===== src/rtl/axi_lite_slave_core.sv =====
// rtl/axi_lite_slave_core.sv - AXI-lite-style 16x4 register-file slave with display drive (option: AXI_SLV_SEVSEG_EN)
module axi_lite_slave_core (
  input  logic       clk,
  input  logic       rst_n,
  input  logic [3:0] ms_araddr,
  input  logic       ms_arvalid,
  output logic       sm_arready,
  output logic [3:0] sm_rdata,
  output logic       sm_rvalid,
  input  logic       ms_rready,
  input  logic [3:0] ms_awaddr,
  input  logic       ms_awvalid,
  output logic       sm_awready,
  input  logic [3:0] ms_wdata,
  input  logic       ms_wvalid,
  output logic       sm_wready,
  output logic [7:0] disp_hex_r
);

  typedef enum logic {
    R_IDLE = 1'b0,
    R_DATA = 1'b1
  } rstate_t;

  rstate_t    state_q, state_d;
  logic [3:0] rdata_q, rdata_d;
  logic [3:0] last_read_q, last_read_d;
  logic       aw_full_q, aw_full_d;
  logic       w_full_q, w_full_d;
  logic [3:0] aw_addr_q, aw_addr_d;
  logic [3:0] w_data_q, w_data_d;
  logic [3:0] mem_q [16];
  logic [3:0] mem_d [16];

  logic       write_commit;

  // Readies and valids come straight from state so no ms_* input reaches an sm_* output.
  assign sm_arready   = (state_q == R_IDLE);
  assign sm_rvalid    = (state_q == R_DATA);
  assign sm_rdata     = rdata_q;
  assign sm_awready   = !aw_full_q;
  assign sm_wready    = !w_full_q;
  assign write_commit = aw_full_q && w_full_q;

  // Read FSM: capture data on AR, hold it through R, copy it to the display latch on R.
  always_comb begin
    state_d     = state_q;
    rdata_d     = rdata_q;
    last_read_d = last_read_q;
    case (state_q)
      R_IDLE: begin
        if (ms_arvalid) begin
          // mem_q is the pre-commit contents, giving read-before-write on a collision.
          rdata_d = mem_q[ms_araddr];
          state_d = R_DATA;
        end
      end
      R_DATA: begin
        if (ms_rready) begin
          last_read_d = rdata_q;
          state_d     = R_IDLE;
        end
      end
      default: state_d = R_IDLE;
    endcase
  end

  // Write path: address and data captured independently, committed once both are held.
  always_comb begin
    aw_full_d = aw_full_q;
    w_full_d  = w_full_q;
    aw_addr_d = aw_addr_q;
    w_data_d  = w_data_q;
    for (int i = 0; i < 16; i++) begin
      mem_d[i] = mem_q[i];
    end
    if (write_commit) begin
      mem_d[aw_addr_q] = w_data_q;
      aw_full_d        = 1'b0;
      w_full_d         = 1'b0;
    end else begin
      if (ms_awvalid && !aw_full_q) begin
        aw_addr_d = ms_awaddr;
        aw_full_d = 1'b1;
      end
      if (ms_wvalid && !w_full_q) begin
        w_data_d = ms_wdata;
        w_full_d = 1'b1;
      end
    end
  end

  // State registers; reset discards any pending read or half-accepted write.
  always_ff @(posedge clk or negedge rst_n) begin
    if (!rst_n) begin
      state_q     <= R_IDLE;
      rdata_q     <= '0;
      last_read_q <= '0;
      aw_full_q   <= 1'b0;
      w_full_q    <= 1'b0;
      aw_addr_q   <= '0;
      w_data_q    <= '0;
      for (int i = 0; i < 16; i++) begin
        mem_q[i] <= '0;
      end
    end else begin
      state_q     <= state_d;
      rdata_q     <= rdata_d;
      last_read_q <= last_read_d;
      aw_full_q   <= aw_full_d;
      w_full_q    <= w_full_d;
      aw_addr_q   <= aw_addr_d;
      w_data_q    <= w_data_d;
      for (int i = 0; i < 16; i++) begin
        mem_q[i] <= mem_d[i];
      end
    end
  end

`ifdef AXI_SLV_SEVSEG_EN
  function automatic logic [6:0] sevseg(input logic [3:0] v);
    logic [6:0] seg;
    case (v)
      4'h0: seg = 7'h3F;
      4'h1: seg = 7'h06;
      4'h2: seg = 7'h5B;
      4'h3: seg = 7'h4F;
      4'h4: seg = 7'h66;
      4'h5: seg = 7'h6D;
      4'h6: seg = 7'h7D;
      4'h7: seg = 7'h07;
      4'h8: seg = 7'h7F;
      4'h9: seg = 7'h6F;
      4'hA: seg = 7'h77;
      4'hB: seg = 7'h7C;
      4'hC: seg = 7'h39;
      4'hD: seg = 7'h5E;
      4'hE: seg = 7'h79;
      default: seg = 7'h71;
    endcase
    return seg;
  endfunction

  // Decimal point mirrors a pending read; segments show the last completed read.
  assign disp_hex_r = {sm_rvalid, sevseg(last_read_q)};
`else
  // Raw nibble display with the pending-read flag next to it.
  assign disp_hex_r = {3'b000, sm_rvalid, last_read_q};
`endif

endmodule


===== config.mk =====
export PLATFORM = sky130hd
export DESIGN_NAME = axi_lite_slave_core
export DESIGN_NICKNAME = d
export VERILOG_FILES = /design/src/rtl/axi_lite_slave_core.sv
export SDC_FILE = /design/constraint.sdc
export NUM_CORES = 1
export LEC_CHECK = 0
export ABC_CLOCK_PERIOD_IN_PS = 2300
export BUFFER_PORTS_ARGS = -buffer_cell sky130_fd_sc_hd__clkbuf_2
export CAP_MARGIN = 20
export CORE_MARGIN = 2
export CORE_UTILIZATION = 35
export CTS_CLUSTER_SIZE = 8
export DETAILED_ROUTE_END_ITERATION = 12
export PLACE_DENSITY = 0.63
export SYNTH_ARGS = -nofsm -noshare
export SYNTH_HDL_FRONTEND = slang
export SYNTH_SLANG_ARGS = --single-unit

===== constraint.sdc =====
create_clock -name clk -period 2.3 [get_ports clk]
set_clock_uncertainty 0.05 [all_clocks]
set_input_delay 0 -clock clk [delete_from_list [all_inputs] [get_ports clk]]
set_output_delay 0 -clock clk [all_outputs]
set_load 0.05 [all_outputs]

Word level (Yosys, flattened, before mapping) --
Index checks and enable logic that the tools add are counted.
Storage, ports and cells: output and inout bits 16, word-level logic and storage cells 55, register bits 83, input bits 18
Operators by class: multiplexer cells 13, magnitude comparators 3, reductions and logical operators 12, bitwise gates (word level) 4
Operators by type and width (count):
- $bwmux 64 | 1
- $bmux 4 s4 | 1
- $demux 4 s4 | 1
- $mux 4 | 3
- $ge 5x5->1 const B | 2
- $not 4->5 | 2
- $reduce_and 2->1 | 4
- $mux 1 | 6
- $lt 5x1->1 const B | 1
- $logic_and 1x1->1 | 4
- $reduce_bool 2->1 | 2
- $logic_not 1->1 | 2
- $not 1->1 | 2
- $pmux 1 s2 | 1

Longest topological paths before layout --
depth after elaboration 6, depth in mapped cells 7, gate-level depth less buffers 4

Worst setup path before layout --
OpenSTA, ideal clock, no wires.
kind register to register, start point register state_q, in the netlist sm_rvalid, end point register rdata_q[0], in the netlist sm_rdata[0], path buffers 0, library setup time 0.131 ns, data arrival time 1.432 ns, clock period less this slack 1.613 ns, stages on the path, launching flop included 5, data required time 2.119 ns, slack 0.687 ns, cells stage by stage dfrtp_1 > inv_1 > nand2_1 > a32oi_1 > o21ai_0
On the way: longest elaborated chain between the ends 2
Ends and longest elaborated chain:
- start: declaration | line 25 | rstate_t state_q, state_d;
- start signal: assignment | line 107 | state_q <= state_d;
- $not 1->1
- via sm_arready | line 7 | output logic sm_arready,
- $reduce_and 2->1 (no source line)
- end signal: assignment | line 108 | rdata_q <= rdata_d;
- end: declaration | line 26 | logic [3:0] rdata_q, rdata_d;
The timed path passes the listed nets, and every way through them passes these cells. A chain may end at the register's enable or synchronous reset.

Worst setup path in the final report --
start point register w_full_q, end point register mem_q[31] (netlist bit)
On the way: longest elaborated chain between the ends 1
Ends and longest elaborated chain:
- start: declaration | line 29 | logic w_full_q, w_full_d;
- start signal: assignment | line 111 | w_full_q <= w_full_d;
- $logic_and 1x1->1 | line 43 | assign write_commit = aw_full_q && w_full_q;
- end signal: indexed assignment | line 115 | mem_q[i] <= mem_d[i];
- end: declaration | line 32 | logic [3:0] mem_q [16];
No other way between the ends.

==> key figures <==
Clock network
  – CTS tree: done
  – Htree depth: 3
  – Bufs on Longest Clock Path: 2
  – Post-CTS resize count: 0
  – Root buf cell: clkbuf_8
  – Clk Latency, worst-skew pair: 0.36 ns
  – Worst-path clk slew: 0.09 ns
  – CTS buffer count: 9
  – Sink Count: 83
  – Hold buffers post-CTS: 12
  – Setup Buffers After CTS: 0

Power
  – P_sw: 2.000 mW
  – Pint: 3.372 mW
  – Clk pwr share: 0.179
  – Power, Total: 5.372 mW
  – Seq pwr share: 0.505
  – Pleak: 2.017 nW
  – Sw Share: 0.3722
  – Part of the power in combinational logic: 0.316
  – Worst IR Drop VDD: 677.3 uV
  – Power density cells: 1233 mW/mm^2

Yosys
  – Synthesized area: 0.003782 mm^2
  – Synth top area cells: dfrtp_1, mux2_2, mux2i_1, mux4_2, mux2_4
  – Post-synth cell types: 31
  – Post-Synthesis Cells: 264
  – Mean Syn Cell Area: 14.33 um^2
  – Yosys warnings: 0
  – Flip-flop and latch count after synthesis: 83
  – Top-area cell type share of the netlist area: 0.5491
  – Register area share after synthesis: 0.5491
  – Cell taking the most area after synthesis: dfrtp_1

Worst setup path
  – R2r startpoint: w_full_q
  – CP startpoint kind: flop
  – Critical path cell sequence: nand2_2 > or4_1 > mux2_4
  – Reg2reg setup slack: 0.47 ns
  – WS Path Type: reg -> reg
  – Critical Path RT: 2.49 ns
  – CP max-delay cell: or4_1
  – Crit path launch: w_full_q
  – Delay-heaviest family, CP: simple AND/OR/NAND/NOR gates
  – Crit. End Element: flop
  – Worst Path Max Fanout: 7
  – Worst EP arrival: 2.02 ns
  – CP bufs+invs: 0
  – Delay of the slowest critical-path stage: 0.66 ns

Routing
  – First-pass DRT Iterations: 4
  – Vias per Instance: 5.043
  – # DRC: 0
  – Wire per inst: 17.25 um
  – Routed WL: 7712 um
  – DR vias: 2254
  – Final ANT Viol Nets: 0
  – 1st-iter DRT viols: 56

Timing
  – Final worst-path cycle share: 0.7951
  – Final Hold Viols: 0
  – Setup TNS: 0 ns
  – Fmax: 0.5468 GHz
  – Slew Viols, Final: 0
  – Min Tclk post-route: 1.829 ns
  – Worst-Margin Slew: 0.6729 ns
  – Setup-failing EPs final: 0
  – RSZ-0062 raised after global routing: no
  – Slew HR: 0.5514

Floorplan
  – Die Wd: 108.0 um
  – Die Y: 108.0 um
  – DIE AREA: 0.01165 mm^2
  – Row cnt: 37
  – I/O pin total: 34
  – Core box area: 0.01042 mm^2
  – Initial Util: 0.3631

Global routing
  – Total gr overflow: 0
  – GRT Total Usage: 0.1434
  – First-pass GRT wire length: 12450 um
  – Largest net degree at the start of global routing: 50
  – Vias in the first global route: 2318
  – Initial antenna violation count: 0

Worst hold path
  – Hold_sp: ms_wvalid
  – Worst Hold Class: in -> reg

Final layout
  – Ratio of cells with drive above 1 in the final layout: 0.4341
  – Most common cell after layout, fill and taps aside: dfrtp_1
  – Fin nets: 324
  – N_diodes: 0
  – Filler cell count: 972
  – Most frequent cells in the layout: dfrtp_1, mux2_2, clkbuf_2
  – Area growth, synth to finish: 15.18%

Placement
  – # port buffers: 30
  – Final GP Congestion: 0.7319
  – HPWL Detailed: 5306 um

Flow run
  – Max Cap Viol: 0

Status
  – Status: finished, final reports clean
-- stage by stage --
stage	std cells	setup WS, ns	util	cell area, um^2	hold WS [ns]
after floorplan	266	0.6875	-	3790	-0.3456
after global placement	419	0.5224	0.3896	4058	-0.06559
after detailed placement	419	0.5012	0.3896	4058	-0.06638
after CTS	447	0.4811	0.4183	4357	0.01891
after global routing	447	0.4176	0.4183	4357	0.04490
final	447	0.4712	0.4183	4357	0.03130
-- sequential cells by signal, summed over array words and instances, names as in the netlist --
name	cells
aw_addr_q	4
aw_full_q	1
last_read_q	4
mem_q	64
sm_rdata	4
sm_rvalid	1
w_data_q	4
w_full_q	1
-- power groups by stage --
stage	combinational, mW	sequential, mW	clock [mW]
2_1_floorplan	1.23	2.68	0
4_1_cts	1.72	2.72	0.987
6_report	1.70	2.71	0.960
3_3_place_gp	1.67	2.72	0
5_1_grt	1.84	2.81	1.04
3_5_place_dp	1.70	2.74	0
-- cell type report --
type	count	area, um^2	area share
clock inverter	6	51.30	0.01177
tap	136	170.2	0.03906
sequential	83	2077	0.4767
clock buffer	10	127.6	0.02929
multi-input combinational	165	1619	0.3716
timing repair buffer	44	300.3	0.06893
inverter	3	11.26	0.002585
-- cells by family (layout without fill, tap and decap cells) --
group                  after synthesis  after routing  synth area share
and+or+nand+nor                     39             39           0.05656
muxes                              104            104            0.3348
AOI/OAI and AO/OA                   19             19           0.03374
other                                1              3         0.0009914
DFF                                 83             83            0.5491
buffers and inverters               18             63           0.02481
-- synth_stat cells, drive strengths merged --
cell type and count:
a21o 2, o21ai 4, nand2b 4, mux2 76
mux2i 20, nor4 1, nand3 1, and2 1
nand4 1, inv 3, nor3 2, conb 1
nor2b 4, dfrtp 83, nor2 11, a32oi 4
or4 2, or3b 1, buf 9, mux4 8
clkbuf 6, nand4b 2, o21a 1, a21oi 4
nand2 9, a22oi 4
-- layer usage --
layer / track usage / share of wire
met5: 0 / 0
met4: 0.06319 / 0.024
met3: 0.02230 / 0.018
met2: 0.2354 / 0.50
met1: 0.1885 / 0.46
-- path summary, 6_finish.rpt --
check                             to  cells past startpoint
max                        mem_q[31]                      3
min                         w_full_q                      3
max reg2reg                mem_q[31]                      3
min reg2reg                mem_q[61]                      1
max in group asynchronous  mem_q[38]                      3
min in group asynchronous  mem_q[63]                      2
-- worst min-delay path, stage by stage --
cell	delay, ns
clkbuf_2	0.07
nor2b_1	0.17
a21o_1	0.16
Note: power is estimated with default switching activity, not from simulation.
